**src/rtl/seg7_pkg.sv**
```systemverilog
// rtl/seg7_pkg.sv - glyph constants and segment ordering for the seven-segment scanner
package seg7_pkg;

    // Segment bit positions inside a glyph word: seg[6:0] = g,f,e,d,c,b,a
    localparam int SEG_A = 0;
    localparam int SEG_B = 1;
    localparam int SEG_C = 2;
    localparam int SEG_D = 3;
    localparam int SEG_E = 4;
    localparam int SEG_F = 5;
    localparam int SEG_G = 6;

    typedef logic [6:0] seg7_t;

    // High-true glyphs; a set bit lights the segment
    localparam seg7_t GLYPH_0    = 7'b0111111;
    localparam seg7_t GLYPH_1    = 7'b0000110;
    localparam seg7_t GLYPH_2    = 7'b1011011;
    localparam seg7_t GLYPH_3    = 7'b1001111;
    localparam seg7_t GLYPH_4    = 7'b1100110;
    localparam seg7_t GLYPH_5    = 7'b1101101;
    localparam seg7_t GLYPH_6    = 7'b1111101;
    localparam seg7_t GLYPH_7    = 7'b0000111;
    localparam seg7_t GLYPH_8    = 7'b1111111;
    localparam seg7_t GLYPH_9    = 7'b1101111;
    localparam seg7_t GLYPH_DASH = 7'b1000000;
    localparam seg7_t GLYPH_OFF  = 7'b0000000;

endpackage

```
**src/rtl/bcd_to_seg7.sv**
```systemverilog
// rtl/bcd_to_seg7.sv - combinational BCD to high-true seven-segment decoder
module bcd_to_seg7
    import seg7_pkg::*;
(
    input  logic [3:0] bcd,
    output logic [6:0] seg
);

    // Decode one BCD digit; codes above 9 show a dash so bad counter data is visible
    always_comb begin
        case (bcd)
            4'd0:    seg = GLYPH_0;
            4'd1:    seg = GLYPH_1;
            4'd2:    seg = GLYPH_2;
            4'd3:    seg = GLYPH_3;
            4'd4:    seg = GLYPH_4;
            4'd5:    seg = GLYPH_5;
            4'd6:    seg = GLYPH_6;
            4'd7:    seg = GLYPH_7;
            4'd8:    seg = GLYPH_8;
            4'd9:    seg = GLYPH_9;
            default: seg = GLYPH_DASH;
        endcase
    end

endmodule

```
**src/rtl/seg7_scan.sv**
```systemverilog
// rtl/seg7_scan.sv - four-digit multiplexed seven-segment scanner with dead-time and zero blanking
module seg7_scan
    import seg7_pkg::*;
#(
    parameter int SCAN_DIV   = 1000,
    parameter int GUARD      = 8,
    parameter int ACTIVE_LOW = 1,
    parameter int BLANK_LZ   = 1
)
(
    input  logic       clk,
    input  logic       rst,
    input  logic [3:0] d0,
    input  logic [3:0] d1,
    input  logic [3:0] d2,
    input  logic [3:0] d3,
    input  logic       load,
    output logic [3:0] an,
    output logic [6:0] seg,
    output logic [1:0] idx
);

    localparam int              PW      = (SCAN_DIV > 1) ? $clog2(SCAN_DIV) : 1;
    localparam logic [PW-1:0]   TC      = PW'(SCAN_DIV - 1);
    localparam logic [PW:0]     GUARD_W = (PW + 1)'(GUARD);
    // XOR masks applied only at the output register; also the idle pattern
    localparam logic [3:0]      AN_POL  = (ACTIVE_LOW != 0) ? 4'hF : 4'h0;
    localparam logic [6:0]      SEG_POL = (ACTIVE_LOW != 0) ? 7'h7F : 7'h00;

    logic [15:0]   shadow;
    logic [PW-1:0] presc;
    logic [3:0]    sel_digit;
    seg7_t         glyph;
    logic          blank;
    logic          in_guard;
    logic [3:0]    an_next;
    logic [6:0]    seg_next;

    // Snapshot the counter chain; the display never looks at d0..d3 directly
    always_ff @(posedge clk or posedge rst) begin
        if (rst) begin
            shadow <= 16'h0000;
        end else if (load) begin
            shadow <= {d3, d2, d1, d0};
        end
    end

    // Slot prescaler and digit index; index advances on prescaler wrap
    always_ff @(posedge clk or posedge rst) begin
        if (rst) begin
            presc <= '0;
            idx   <= 2'd0;
        end else if (presc == TC) begin
            presc <= '0;
            idx   <= idx + 2'd1;
        end else begin
            presc <= presc + 1'b1;
        end
    end

    // Pick the shadow digit for the current slot and decide whether it is a leading zero
    always_comb begin
        sel_digit = shadow[3:0];
        blank     = 1'b0;
        case (idx)
            2'd0: begin
                sel_digit = shadow[3:0];
                blank     = 1'b0;
            end
            2'd1: begin
                sel_digit = shadow[7:4];
                blank     = (shadow[15:4] == 12'h000);
            end
            2'd2: begin
                sel_digit = shadow[11:8];
                blank     = (shadow[15:8] == 8'h00);
            end
            default: begin
                sel_digit = shadow[15:12];
                blank     = (shadow[15:12] == 4'h0);
            end
        endcase
        blank = blank && (BLANK_LZ != 0);
    end

    bcd_to_seg7 u_dec (
        .bcd (sel_digit),
        .seg (glyph)
    );

    // High-true next output: dark during the guard window, else one anode plus glyph
    always_comb begin
        in_guard = ({1'b0, presc} < GUARD_W);
        an_next  = 4'b0000;
        seg_next = GLYPH_OFF;
        if (!in_guard) begin
            an_next  = 4'b0001 << idx;
            seg_next = blank ? GLYPH_OFF : glyph;
        end
    end

    // Output register with polarity applied here only
    always_ff @(posedge clk or posedge rst) begin
        if (rst) begin
            an  <= AN_POL;
            seg <= SEG_POL;
        end else begin
            an  <= an_next ^ AN_POL;
            seg <= seg_next ^ SEG_POL;
        end
    end

endmodule

```
**config.mk**
```make
export PLATFORM = sky130hd
export DESIGN_NAME = seg7_scan
export DESIGN_NICKNAME = d
export VERILOG_FILES = /design/src/rtl/seg7_pkg.sv /design/src/rtl/bcd_to_seg7.sv /design/src/rtl/seg7_scan.sv
export SDC_FILE = /design/constraint.sdc
export NUM_CORES = 1
export LEC_CHECK = 0
export BUFFER_PORTS_ARGS = -buffer_cell sky130_fd_sc_hd__buf_2
export CORE_ASPECT_RATIO = 0.75
export CORE_MARGIN = 4
export CORE_UTILIZATION = 25
export DETAILED_ROUTE_END_ITERATION = 7
export GPL_ROUTABILITY_DRIVEN = 1
export PLACE_DENSITY_LB_ADDON = 0.05
export SLEW_MARGIN = 15
export SYNTH_ARGS = -nofsm -noshare
export SYNTH_HDL_FRONTEND = slang
export SYNTH_SLANG_ARGS = --single-unit
```
**constraint.sdc**
```tcl
create_clock -name clk -period 2.7 [get_ports clk]
set_clock_uncertainty 0.05 [all_clocks]
set_input_delay 0.405 -clock clk [delete_from_list [all_inputs] [get_ports clk]]
set_output_delay 0.405 -clock clk [all_outputs]
set_load 0.05 [all_outputs]
```
### Word-level counts from Yosys, hierarchy flattened

Memory sizes are Yosys's and may differ from the RTL's.
Cells that the tools add are included.

* $add $sub $neg: 2
* multiply operators: 0
* div/mod/pow operators: 0
* order comparisons: 1
* equality and inequality tests: 3
* shifts and indexed selects: 1
* multiplexer cells: 6
* bitwise gates (word level): 2
* reduce and logical (&&, ||, !) cells: 4

Operator list (count)
* 7-bit 2-to-1 mux: 2
* 12-bit logical NOT: 1
* 4-bit case mux with 3 select lines: 1
* 10-bit by 1-bit adder with 10-bit output, second input constant: 1
* 10-bit equality test, second input constant: 1
* 10-bit by 4-bit < comparator with 1-bit output, second input constant: 1
* 10-bit 2-to-1 mux: 1
* 8-bit logical NOT: 1
* 7-bit NOT: 1
* 4-bit logical NOT: 1
* 4-bit 2-to-1 mux: 1
* 4-bit NOT: 1
* 1-bit by 2-bit left shift with 4-bit output, first input constant: 1
* 1-bit case mux with 3 select lines: 1
* 2-bit by 1-bit adder with 2-bit output, second input constant: 1
* 2-bit by 1-bit equality test with 1-bit output, second input constant: 1
* 2-bit equality test, second input constant: 1
* 2-bit logical NOT: 1

* register bits after elaboration: 39
* bits in latches: 0
* bits in writable memories: 0
* memory bits (read-only): 112
* input bits: 19
* output and inout bits: 13
* word-level logic and storage cells: 25
* memories: 1

Memory list
* (name not given): words 16, width 7, rd ports 1, clocked after memory_dff 0, wr ports 0, line bcd_to_seg7.sv:11 `case (bcd)`

### Logic depth before layout (Yosys ltp)

Gate-level depths: netlist of the first run.
An unclocked memory read counts as a cell.

* depth after elaboration: 6
* depth in mapped cells: 10
* mapped depth without buffers: 10

### By module

From an unflattened synthesis of the first run, not the netlist that was laid out.

* cells, all modules: 170
* area total of the unflattened synthesis: 1971.9 sq um

Modules (own cells, without submodules)
* seg7_scan: instances 1, cells each 141, area each 1739.2 sq um, sequential area each 989.7 sq um
* bcd_to_seg7: instances 1, cells each 29, area each 232.7 sq um, sequential area each 0.0 sq um

### Worst setup path after synthesis of the first run

Ideal clock, no wire load.

* kind: register to register
* from: register idx[1]
* to: register seg[3]
* setup time: 0.101 ns
* arrival: 2.345 ns
* required time: 2.549 ns
* setup slack: 0.204 ns
* stages on the path, launching flop included: 9
* buffers on the path: 0
* clock period less this slack: 2.496 ns
* path through: dfrtp_1 > inv_1 > ha_1 > a222oi_1 > a21oi_1 > ha_1 > a211o_2 > a21oi_1 > o22ai_1

* word-level cells in the longest chain between the ends: 6
* elaborated cells between the ends (all ways): 9
* those cells by class: 2 x eq/ne; 4 x mux; 1 x bitwise; 1 x reduce/logical; 1 x memory

Ends and longest elaborated chain
* start: declaration: line seg7_scan.sv:20 `output logic [1:0] idx`
* start signal: assignment: line seg7_scan.sv:55 `idx <= idx + 2'd1;`
* 2-bit equality test (tied with other cells): line seg7_scan.sv:65 `case (idx)`
* 4-bit case mux with 3 select lines: line seg7_scan.sv:65
* memory 16 x 7 bit
* 7-bit 2-to-1 mux *: line seg7_scan.sv:98 `seg_next = blank ? GLYPH_OFF : glyph;`
* 7-bit 2-to-1 mux *: line seg7_scan.sv:96 `if (!in_guard) begin`
* 7-bit NOT (no source line) *
* end signal: assignment: line seg7_scan.sv:109 `seg <= seg_next ^ SEG_POL;`
* end: declaration: line seg7_scan.sv:19 `output logic [6:0] seg,`

Mark *: on every way between the ends. The rest lies on a longest branch, timed or not.
A chain may end at the register's enable or synchronous reset.

### Final worst setup path of the first run

* from: register idx[0]
* to: register seg[3]

The elaborated chain is that of the path after synthesis.

==> results of run 1 <==
==> sequential cells by signal (all words and copies together) (netlist names) <==
| name | cells |
|---|---|
| shadow | 16 |
| seg | 7 |
| an | 4 |
| presc | 10 |
| idx | 2 |
==> per-stage QoR <==
step / instances / utilization
finish: 302 / 0.312
global route: 302 / 0.312
CTS: 302 / 0.311
detailed placement: 294 / 0.297
global placement: 294 / 0.297
floorplan: 164 / -
==> routing by layer <==
| layer | routed length [um] | up-vias | global-route usage |
|---|---|---|---|
| met1 | 2600 | 691 | 0.171 |
| li1 | - | 676 | - |
| met4 | 34 | 0 | 0.0272 |
| met5 | 0 | - | 0 |
| met3 | 265 | 4 | 0.0331 |
| met2 | 1680 | 38 | 0.119 |
==> worst max-delay path, delay by kind of cell (launching register included) <==
family | cells | cell delay (ns)
buffers and inverters | 2 | 0.31
DFF | 1 | 0.43
and+or+nand+nor | 1 | 0.09
adders and majority gates | 2 | 0.56
AOI/OAI and AO/OA | 5 | 0.99
==> placed cells by master (no fill, tap or decap), types with 6 or more instances in the layout <==
master and count:
nand2_1 11, dfrtp_1 28, clkbuf_8 7, inv_1 7, mux2_2 15, dfstp_2 11
buf_2 31, ha_1 11, a21oi_1 7, nor2_1 6, o22ai_1 6
==> worst max-delay path by stage <==
stage | startpoint | to | slack, ns
detailed placement | idx[0] | seg[3] | 0.16
global placement | idx[1] | seg[3] | 0.27
global route | idx[0] | seg[3] | 0.0007
finish | idx[0] | seg[3] | 0.16
floorplan | idx[1] | seg[3] | 0.20
CTS | idx[0] | seg[3] | 0.14
==> what timing repair did <==
action,in CTS,in global routing
setup endpoints to repair,0,1
hold buffers,0,0
gates resized for setup,0,1
buffers inserted,0,0
==> layout make-up <==
type                            instances  area, sq um
Clock buffer                            7         96.3
Clock inverter                          1         7.51
Fill cell                             763         5140
Inverter                                8         30.0
Multi-Input combinational cell        113          906
Sequential cell                        39          990
Tap cell                              101          126
Timing Repair Buffer                   33          170
==> power breakdown <==
part | total [mW] | leakage (nW) | internal [mW] | switching, mW
clock | 0.440 | 0.0505 | 0.233 | 0.207
sequential | 0.663 | 0.456 | 0.637 | 0.0259
combinational | 0.220 | 0.503 | 0.0797 | 0.141
==> cells by family (layout without fill, tap and decap cells) <==
logic type      Yosys count  in the layout  share of synthesized area
compound gates           38             38                      0.139
simple gates             42             42                      0.133
flops                    39             39                      0.509
buf+inv                  12             49                     0.0270
mux                      16             16                     0.0939
xor+xnor                  6              6                     0.0270
fa+ha+maj                11             11                     0.0708
==> flow_metrics.env, run 1 <==
export IMPL_status="finished clean"
export IMPL_required_ns=2.84
export IMPL_wl_per_cell_um=15.2
export IMPL_max_stage_delay_ns=0.47
export IMPL_cpMaxStageDelayCell="a21oi_1"
export IMPL_ir_worst_vdd_mv=0.191
export IMPL_overflow=0
export IMPL_clkLatencyLatePin_ns=0.29
export IMPL_wl_mm=4.58
export IMPL_grt_max_degree=40
export IMPL_end_kind="flop"
export IMPL_synth_edf_count=0
export IMPL_hold_violations=0
export IMPL_drive_above_1_share=0.408
export IMPL_antenna_found_initial=0
export IMPL_crit_fanout=6
export IMPL_dp_hpwl_mm=3.45
export IMPL_synth_commonest_cells="dfrtp_1 (28), mux2_2 (15), dfstp_2 (11), ha_1 (11), nand2_1 (11)"
export IMPL_r2r_end="seg[3]"
export IMPL_yosysWarnings=0
export IMPL_slew_headroom=0.475
export IMPL_syn_area_per_cell_sq_um=11.9
export IMPL_drtIter0Drc=74
export IMPL_fp_row_count=27
export IMPL_yosys_register_bits=39
export IMPL_ios=32
export IMPL_setup_viol=0
export IMPL_synth_seq_area_share=0.509
export IMPL_core_region_area_sq_mm=0.00747
export IMPL_cap_violations=0
export IMPL_synth_top_area_cell="dfrtp_1"
export IMPL_grt_pass1_vias=1373
export IMPL_p_leak_nw=1.01
export IMPL_fin_crit_sh=0.940
export IMPL_synth_async_reset_ratio=1.00
export IMPL_dpl_cell_area_sq_mm=0.00222
export IMPL_die_area_sq_mm=0.00927
export IMPL_clock_sinks=39
export IMPL_grt_pass1_wl_mm=7.29
export IMPL_synth_main_ff_cell="dfrtp_1"
export IMPL_synth_cell_types=42
export IMPL_cp_start_kind="flop"
export IMPL_crit_arrival_ns=2.68
export IMPL_finalCriticalPeriod_ns=2.54
export IMPL_initial_utilization=0.260
export IMPL_root_buffer="clkbuf_8"
export IMPL_gp_congestion=0.837
export IMPL_cts_tree="yes"
export IMPL_fin_nets=230
export IMPL_n_antenna_cell=0
export IMPL_ant_nets=0
export IMPL_r2r_start="idx[0]"
export IMPL_yosys_top_cells_area="dfrtp_1 (36%), dfstp_2 (15%), mux2_2 (8.7%)"
export IMPL_crit_path_cell_trace="inv_1 -> ha_1 -> a222oi_1 -> a21oi_1 -> inv_1 -> ha_1 -> nor2_1 -> a32oi_1 -> a21oi_1 -> o22ai_1"
export IMPL_vias=1409
export IMPL_rsz0062_at_grt="false"
export IMPL_clk_pin_slew_worst_paths_ns=0.08
export IMPL_track_usage=0.102
export IMPL_synth_area_sq_mm=0.00194
export IMPL_setup_tns_ns=0
export IMPL_cts_buffer_depth=2
export IMPL_postSynthCellCount=164
export IMPL_rr_worst_depth=10
export IMPL_cts_buffers=5
export IMPL_drt_pass1_iterations=5
export IMPL_die_x_um=110
export IMPL_final_area_sq_mm=0.00233
export IMPL_synth_top_cell_area_share=0.360
export IMPL_slew_violations=0
export IMPL_place_ws_ns=0.165
export IMPL_power_mw=1.32
export IMPL_path_class="flop to flop"
export IMPL_hp_class="input pin to asynchronous set/reset pin"
export IMPL_area_growth_syn_to_layout_pct=19.6
export IMPL_max_freq_ghz=0.394
export IMPL_synth_most_common_cell="dfrtp_1"
export IMPL_port_buffers=31
export IMPL_holdWs_ns=0.187
export IMPL_tightest_slew_ns=0.788
export IMPL_powerDensity_mw_per_mm2=569
export IMPL_htreeDepth=2
export IMPL_r2r_slack_ns=0.16
export IMPL_drc=0
export IMPL_mappedNetlistNets=194
export IMPL_viasPerCell=4.67
export IMPL_setup_slack_ns=0.163
export IMPL_die_y_um=84.4
Power figures use the tool's default switching activity.
==> run 2: changes to the inputs <==
- SYNTH_HIERARCHICAL: default -> 1
==> flow_metrics.env, run 2 <==
export IMPL_hold_violations=0
export IMPL_postSynthCellCount=170
export IMPL_ir_worst_vdd_mv=0.198
export IMPL_fin_nets=237
export IMPL_slew_headroom=0.469
export IMPL_final_cells=308
export IMPL_ctsResizeCount=0
export IMPL_track_usage=0.100
export IMPL_dp_hpwl_mm=3.50
export IMPL_core_region_area_sq_mm=0.00750
export IMPL_fp_row_count=27
export IMPL_drt_pass1_iterations=5
export IMPL_fillers=787
export IMPL_clk_pin_slew_worst_paths_ns=0.08
export IMPL_status="finished clean"
export IMPL_slew_violations=0
export IMPL_drtIter0Drc=85
export IMPL_r2r_slack_ns=0.25
export IMPL_dp_cells=300
export IMPL_largest_reg_flops=16
export IMPL_ios=32
export IMPL_clock_sinks=39
export IMPL_viasPerCell=4.66
export IMPL_path_class="flop to flop"
export IMPL_hp_class="input pin to asynchronous set/reset pin"
export IMPL_die_y_um=84.9
export IMPL_synth_main_ff_cell="dfrtp_1"
export IMPL_finalCriticalPeriod_ns=2.45
export IMPL_vias=1435
export IMPL_syn_area_per_cell_sq_um=11.6
export IMPL_powerDensity_mw_per_mm2=577
export IMPL_synth_cell_types=40
export IMPL_cts_buffers=5
export IMPL_root_buffer="clkbuf_8"
export IMPL_dpl_cell_area_sq_mm=0.00224
export IMPL_port_buffers=31
export IMPL_grt_pass1_wl_mm=7.49
export IMPL_initial_utilization=0.263
export IMPL_clkLatencyLatePin_ns=0.29
export IMPL_final_cell_mix="buf_2 (31), dfrtp_1 (28), inv_1 (15)"
export IMPL_yosys_register_bits=39
export IMPL_cts_buffer_depth=2
export IMPL_yosysWarnings=6
export IMPL_r2r_start="idx[0]"
export IMPL_htreeDepth=2
export IMPL_reg_top3="shadow x16, presc x10, seg x7"
export IMPL_p_leak_nw=1.03
export IMPL_synth_seq_area_share=0.502
export IMPL_ant_nets=0
export IMPL_rsz0062_at_grt="false"
export IMPL_synth_commonest_cells="dfrtp_1 (28), inv_1 (15), mux2_2 (13), nand2_1 (13), ha_1 (12)"
export IMPL_layout_commonest_cell="buf_2"
export IMPL_gp_congestion=0.735
export IMPL_setup_tns_ns=0
export IMPL_final_area_sq_mm=0.00235
export IMPL_postCtsSetupRepairBufs=0
export IMPL_synth_async_reset_ratio=1.00
export IMPL_cts_tree="yes"
export IMPL_rr_worst_depth=7
export IMPL_synth_area_sq_mm=0.00197
export IMPL_tightest_slew_ns=0.775
export IMPL_crit_arrival_ns=2.60
export IMPL_cp_start_kind="flop"
export IMPL_die_area_sq_mm=0.00939
export IMPL_antenna_found_initial=0
export IMPL_drive_above_1_share=0.353
export IMPL_layout_area_seq_sq_um=990
export IMPL_die_x_um=111
export IMPL_synth_top_cell_area_share=0.355
export IMPL_top_register="shadow"
export IMPL_mappedNetlistNets=201
export IMPL_crit_fanout=11
export IMPL_grt_max_degree=40
export IMPL_cap_violations=0
export IMPL_synth_most_common_cell="dfrtp_1"
export IMPL_area_growth_syn_to_layout_pct=19.2
export IMPL_end_kind="flop"
export IMPL_fin_crit_sh=0.906
export IMPL_max_freq_ghz=0.409
export IMPL_yosys_top_cells_area="dfrtp_1 (36%), dfstp_2 (15%), ha_1 (7.6%)"
export IMPL_synth_top_area_cell="dfrtp_1"
export IMPL_holdBufCountCts=0
export IMPL_wl_per_cell_um=14.7
export IMPL_n_antenna_cell=0
export IMPL_grt_pass1_vias=1451
export IMPL_multi_input_area_sq_um=885
export IMPL_overflow=0
export IMPL_drc=0
export IMPL_r2r_end="seg[0]"
export IMPL_wl_mm=4.54
export IMPL_required_ns=2.85
export IMPL_synth_edf_count=0
export IMPL_setup_viol=0
==> run 2: cell count changes after synthesis, moves of 3 or more <==
cell      delta
a211o_2      -3
a21oi_1      -4
inv_1        +8
mux2i_1      +4
nor2_1       -4
nor3_1       -3
o211ai_1     +7
o21ai_0      +4
o22ai_1      -3
==> run 2: cell families (layout without fill, tap and decap cells) <==
logic type / Yosys count / in the layout / synth area share
DFF: 39 / 39 / 0.502
AOI/OAI and AO/OA: 38 / 38 / 0.135
and+or+nand+nor: 38 / 38 / 0.118
buffers and inverters: 21 / 58 / 0.0514
muxes: 18 / 18 / 0.100
adders and majority gates: 12 / 12 / 0.0761
xor gates and xnor gates: 4 / 4 / 0.0178
==> run 2: worst max-delay path by stage <==
stage / startpoint / end / slack [ns]
after floorplan: idx[1] / seg[0] / 0.11
after global placement: idx[0] / seg[3] / 0.39
after detailed placement: idx[0] / seg[0] / 0.30
after CTS: idx[0] / seg[0] / 0.29
after global routing: idx[0] / seg[0] / 0.09
final: idx[0] / seg[0] / 0.25
==> run 2: metal layers <==
| layer | track usage | wire [um] |
|---|---|---|
| met3 | 0.0342 | 265 |
| met1 | 0.137 | 2240 |
| met2 | 0.150 | 2000 |
| met4 | 0.0291 | 32 |
| met5 | 0 | 0 |
==> run 2: cell type report <==
type / count / area share
Clock buffer: 5 / 0.0293
Clock inverter: 3 / 0.0165
Inverter: 15 / 0.0240
Multi-Input combinational cell: 110 / 0.376
Sequential cell: 39 / 0.421
Tap cell: 101 / 0.0538
Timing Repair Buffer: 35 / 0.0788
==> run 2: report_power, final <==
group          switching [mW]  internal, mW  total (mW)
sequential             0.0245         0.636       0.661
clock                   0.207         0.271       0.477
combinational           0.140        0.0776       0.218
total                   0.371         0.985        1.36
==> run 2: per-stage QoR <==
| step | utilization | power (mW) | setup WS [ns] | hold slack, ns |
|---|---|---|---|---|
| after global placement | 0.299 | 0.890 | 0.395 | 0.396 |
| after global routing | 0.313 | 1.42 | 0.0944 | 0.233 |
| after detailed placement | 0.299 | 0.893 | 0.304 | 0.405 |
| final | 0.313 | 1.36 | 0.253 | 0.173 |
| after floorplan | - | 0.835 | 0.111 | 0.383 |
| after CTS | 0.313 | 1.38 | 0.292 | 0.191 |
==> run 2: critical path, cell delays in order (launching register included) <==
cell and delay, ns:
dfrtp_1 0.44, inv_1 0.15, ha_1 0.27, a222oi_1 0.16
mux2i_1 0.61, mux2_2 0.43, o22ai_1 0.16, o211ai_1 0.10
==> run 3: changes to the inputs <==
- CORE_MARGIN: 4 -> default
- CORE_UTILIZATION: 25 -> 55
==> flow_metrics.env, run 3 (same netlist as run 2, synthesis figures left out) <==
export IMPL_port_buffers=31
export IMPL_max_freq_ghz=0.411
export IMPL_max_stage_delay_ns=0.45
export IMPL_cpMaxStageDelayCell="a222oi_1"
export IMPL_cp_top_family="compound AO/OA/AOI/OAI gates"
export IMPL_clk_pin_slew_worst_paths_ns=0.08
export IMPL_drt_met1_wl_mm=1.83
export IMPL_ant_nets=0
export IMPL_cp_start_kind="flop"
export IMPL_core_region_area_sq_mm=0.00336
export IMPL_htreeDepth=2
export IMPL_slew_headroom=0.292
export IMPL_r2r_end="seg[2]"
export IMPL_fin_crit_sh=0.901
export IMPL_r2r_slack_ns=0.27
export IMPL_grt_pass1_wl_mm=6.64
export IMPL_drtIter0Drc=157
export IMPL_holdBufCountCts=0
export IMPL_postCtsSetupRepairBufs=0
export IMPL_wl_per_cell_um=16.3
export IMPL_area_growth_syn_to_layout_pct=15.6
export IMPL_crit_end="seg[2]"
export IMPL_failed_checks="DRC"
export IMPL_layout_commonest_cell="buf_2"
export IMPL_wl_met2_mm=1.81
export IMPL_critical_path_depth=7
export IMPL_required_ns=2.83
export IMPL_antenna_found_initial=0
export IMPL_route_met3_wl_um=303
export IMPL_crit_fanout=10
export IMPL_drc=1
export IMPL_clock_sinks=39
export IMPL_ios=32
export IMPL_rr_worst_depth=7
export IMPL_cap_violations=0
export IMPL_fin_util=0.679
export IMPL_initial_utilization=0.588
export IMPL_drt_pass1_iterations=7
export IMPL_wl_mm=4.02
export IMPL_topRoutingLayerUsed="met4"
export IMPL_grt_pass1_vias=1369
export IMPL_hp_class="input pin to asynchronous set/reset pin"
export IMPL_grt_max_degree=40
export IMPL_cts_buffer_depth=2
export IMPL_fp_row_count=18
export IMPL_track_usage=0.242
export IMPL_dp_hpwl_mm=3.07
export IMPL_vias=1471
export IMPL_n_antenna_cell=0
export IMPL_top_register="shadow"
export IMPL_final_cell_mix="buf_2 (31), dfrtp_1 (28), inv_1 (15)"
export IMPL_viasPerCell=5.98
export IMPL_r2r_start="idx[0]"
export IMPL_ir_worst_vdd_mv=0.391
export IMPL_setup_viol=0
export IMPL_clkLatencyLatePin_ns=0.30
export IMPL_tightest_slew_ns=1.06
export IMPL_status="complete, but fails checks"
export IMPL_crit_path_cell_trace="inv_1 -> ha_1 -> a222oi_1 -> mux2i_1 -> or2_1 -> a21oi_1 -> o211ai_1"
export IMPL_ctsResizeCount=0
export IMPL_crit_arrival_ns=2.56
export IMPL_crit_start="idx[0]"
export IMPL_die_y_um=53.9
export IMPL_path_buf_inv=1
export IMPL_powerDensity_mw_per_mm2=597
export IMPL_cts_buffers=5
export IMPL_end_kind="flop"
export IMPL_reg_top3="shadow x16, presc x10, seg x7"
export IMPL_rsz0062_at_grt="false"
export IMPL_root_buffer="clkbuf_8"
export IMPL_overflow=0
export IMPL_p_leak_nw=1.03
export IMPL_cts_tree="yes"
export IMPL_setup_tns_ns=0
export IMPL_finalCriticalPeriod_ns=2.43
export IMPL_die_area_sq_mm=0.00383
export IMPL_path_class="flop to flop"
export IMPL_gp_congestion=0.809
export IMPL_slew_violations=0
export IMPL_hold_violations=0
export IMPL_fin_nets=236
export IMPL_die_x_um=71.1
export IMPL_drive_above_1_share=0.354
export IMPL_largest_reg_flops=16
run 3: changes by cell type in the layout (fill, tap and decap cells not counted):
cell      before  now
clkinv_1       1    0
buf_4          4    3
mux2i_4        0    1
mux2i_2        1    0
clkinv_4       0    1
run 3: worst min-delay path by stage:
| stage | slack (ns) | cells past startpoint | end |
|---|---|---|---|
| 2_1_floorplan | 0.38 | 1 | presc[0] |
| 3_5_place_dp | 0.41 | 1 | presc[0] |
| 4_1_cts | 0.17 | 3 | presc[6] |
| 5_1_grt | 0.20 | 3 | shadow[2] |
| 6_report | 0.16 | 3 | presc[9] |
| 3_3_place_gp | 0.40 | 1 | presc[0] |
run 3: final cells by class:
| type | count | area (sq um) |
|---|---|---|
| clock buffers | 5 | 68.8 |
| clock inverters | 3 | 43.8 |
| fillers | 239 | 1080 |
| inverters | 15 | 56.3 |
| multi-input cells | 110 | 893 |
| flip-flops and latches | 39 | 990 |
| well taps | 40 | 50.0 |
| repair buffers | 34 | 178 |
run 3: layer usage:
layer	up-vias	GRT usage
li1	684	-
met1	717	0.308
met2	61	0.368
met3	9	0.0993
met4	0	0.103
met5	-	0
run 3: metrics by stage:
stage          std cells  power, mW  hold slack [ns]  area (sq um)  worst slack [ns]
2_1_floorplan        170      0.835            0.383          1980             0.111
3_3_place_gp         238      0.879            0.397          2160             0.371
3_5_place_dp         238      0.889            0.412          2160             0.238
4_1_cts              246       1.37            0.175          2270             0.170
5_1_grt              246       1.42            0.200          2280             0.121
6_report             246       1.36            0.158          2280             0.266
run 3: worst register-to-register path: stages, from the launching register on:
cell      delay, ns
dfrtp_1        0.42
inv_1          0.11
ha_1           0.28
a222oi_1       0.45
mux2i_1        0.37
or2_1          0.35
a21oi_1        0.17
o211ai_1       0.11
run 3: power breakdown:
| group | total, mW | internal [mW] | switching [mW] |
|---|---|---|---|
| clock | 0.482 | 0.275 | 0.207 |
| sequential | 0.658 | 0.636 | 0.0216 |
| combinational | 0.221 | 0.0791 | 0.142 |
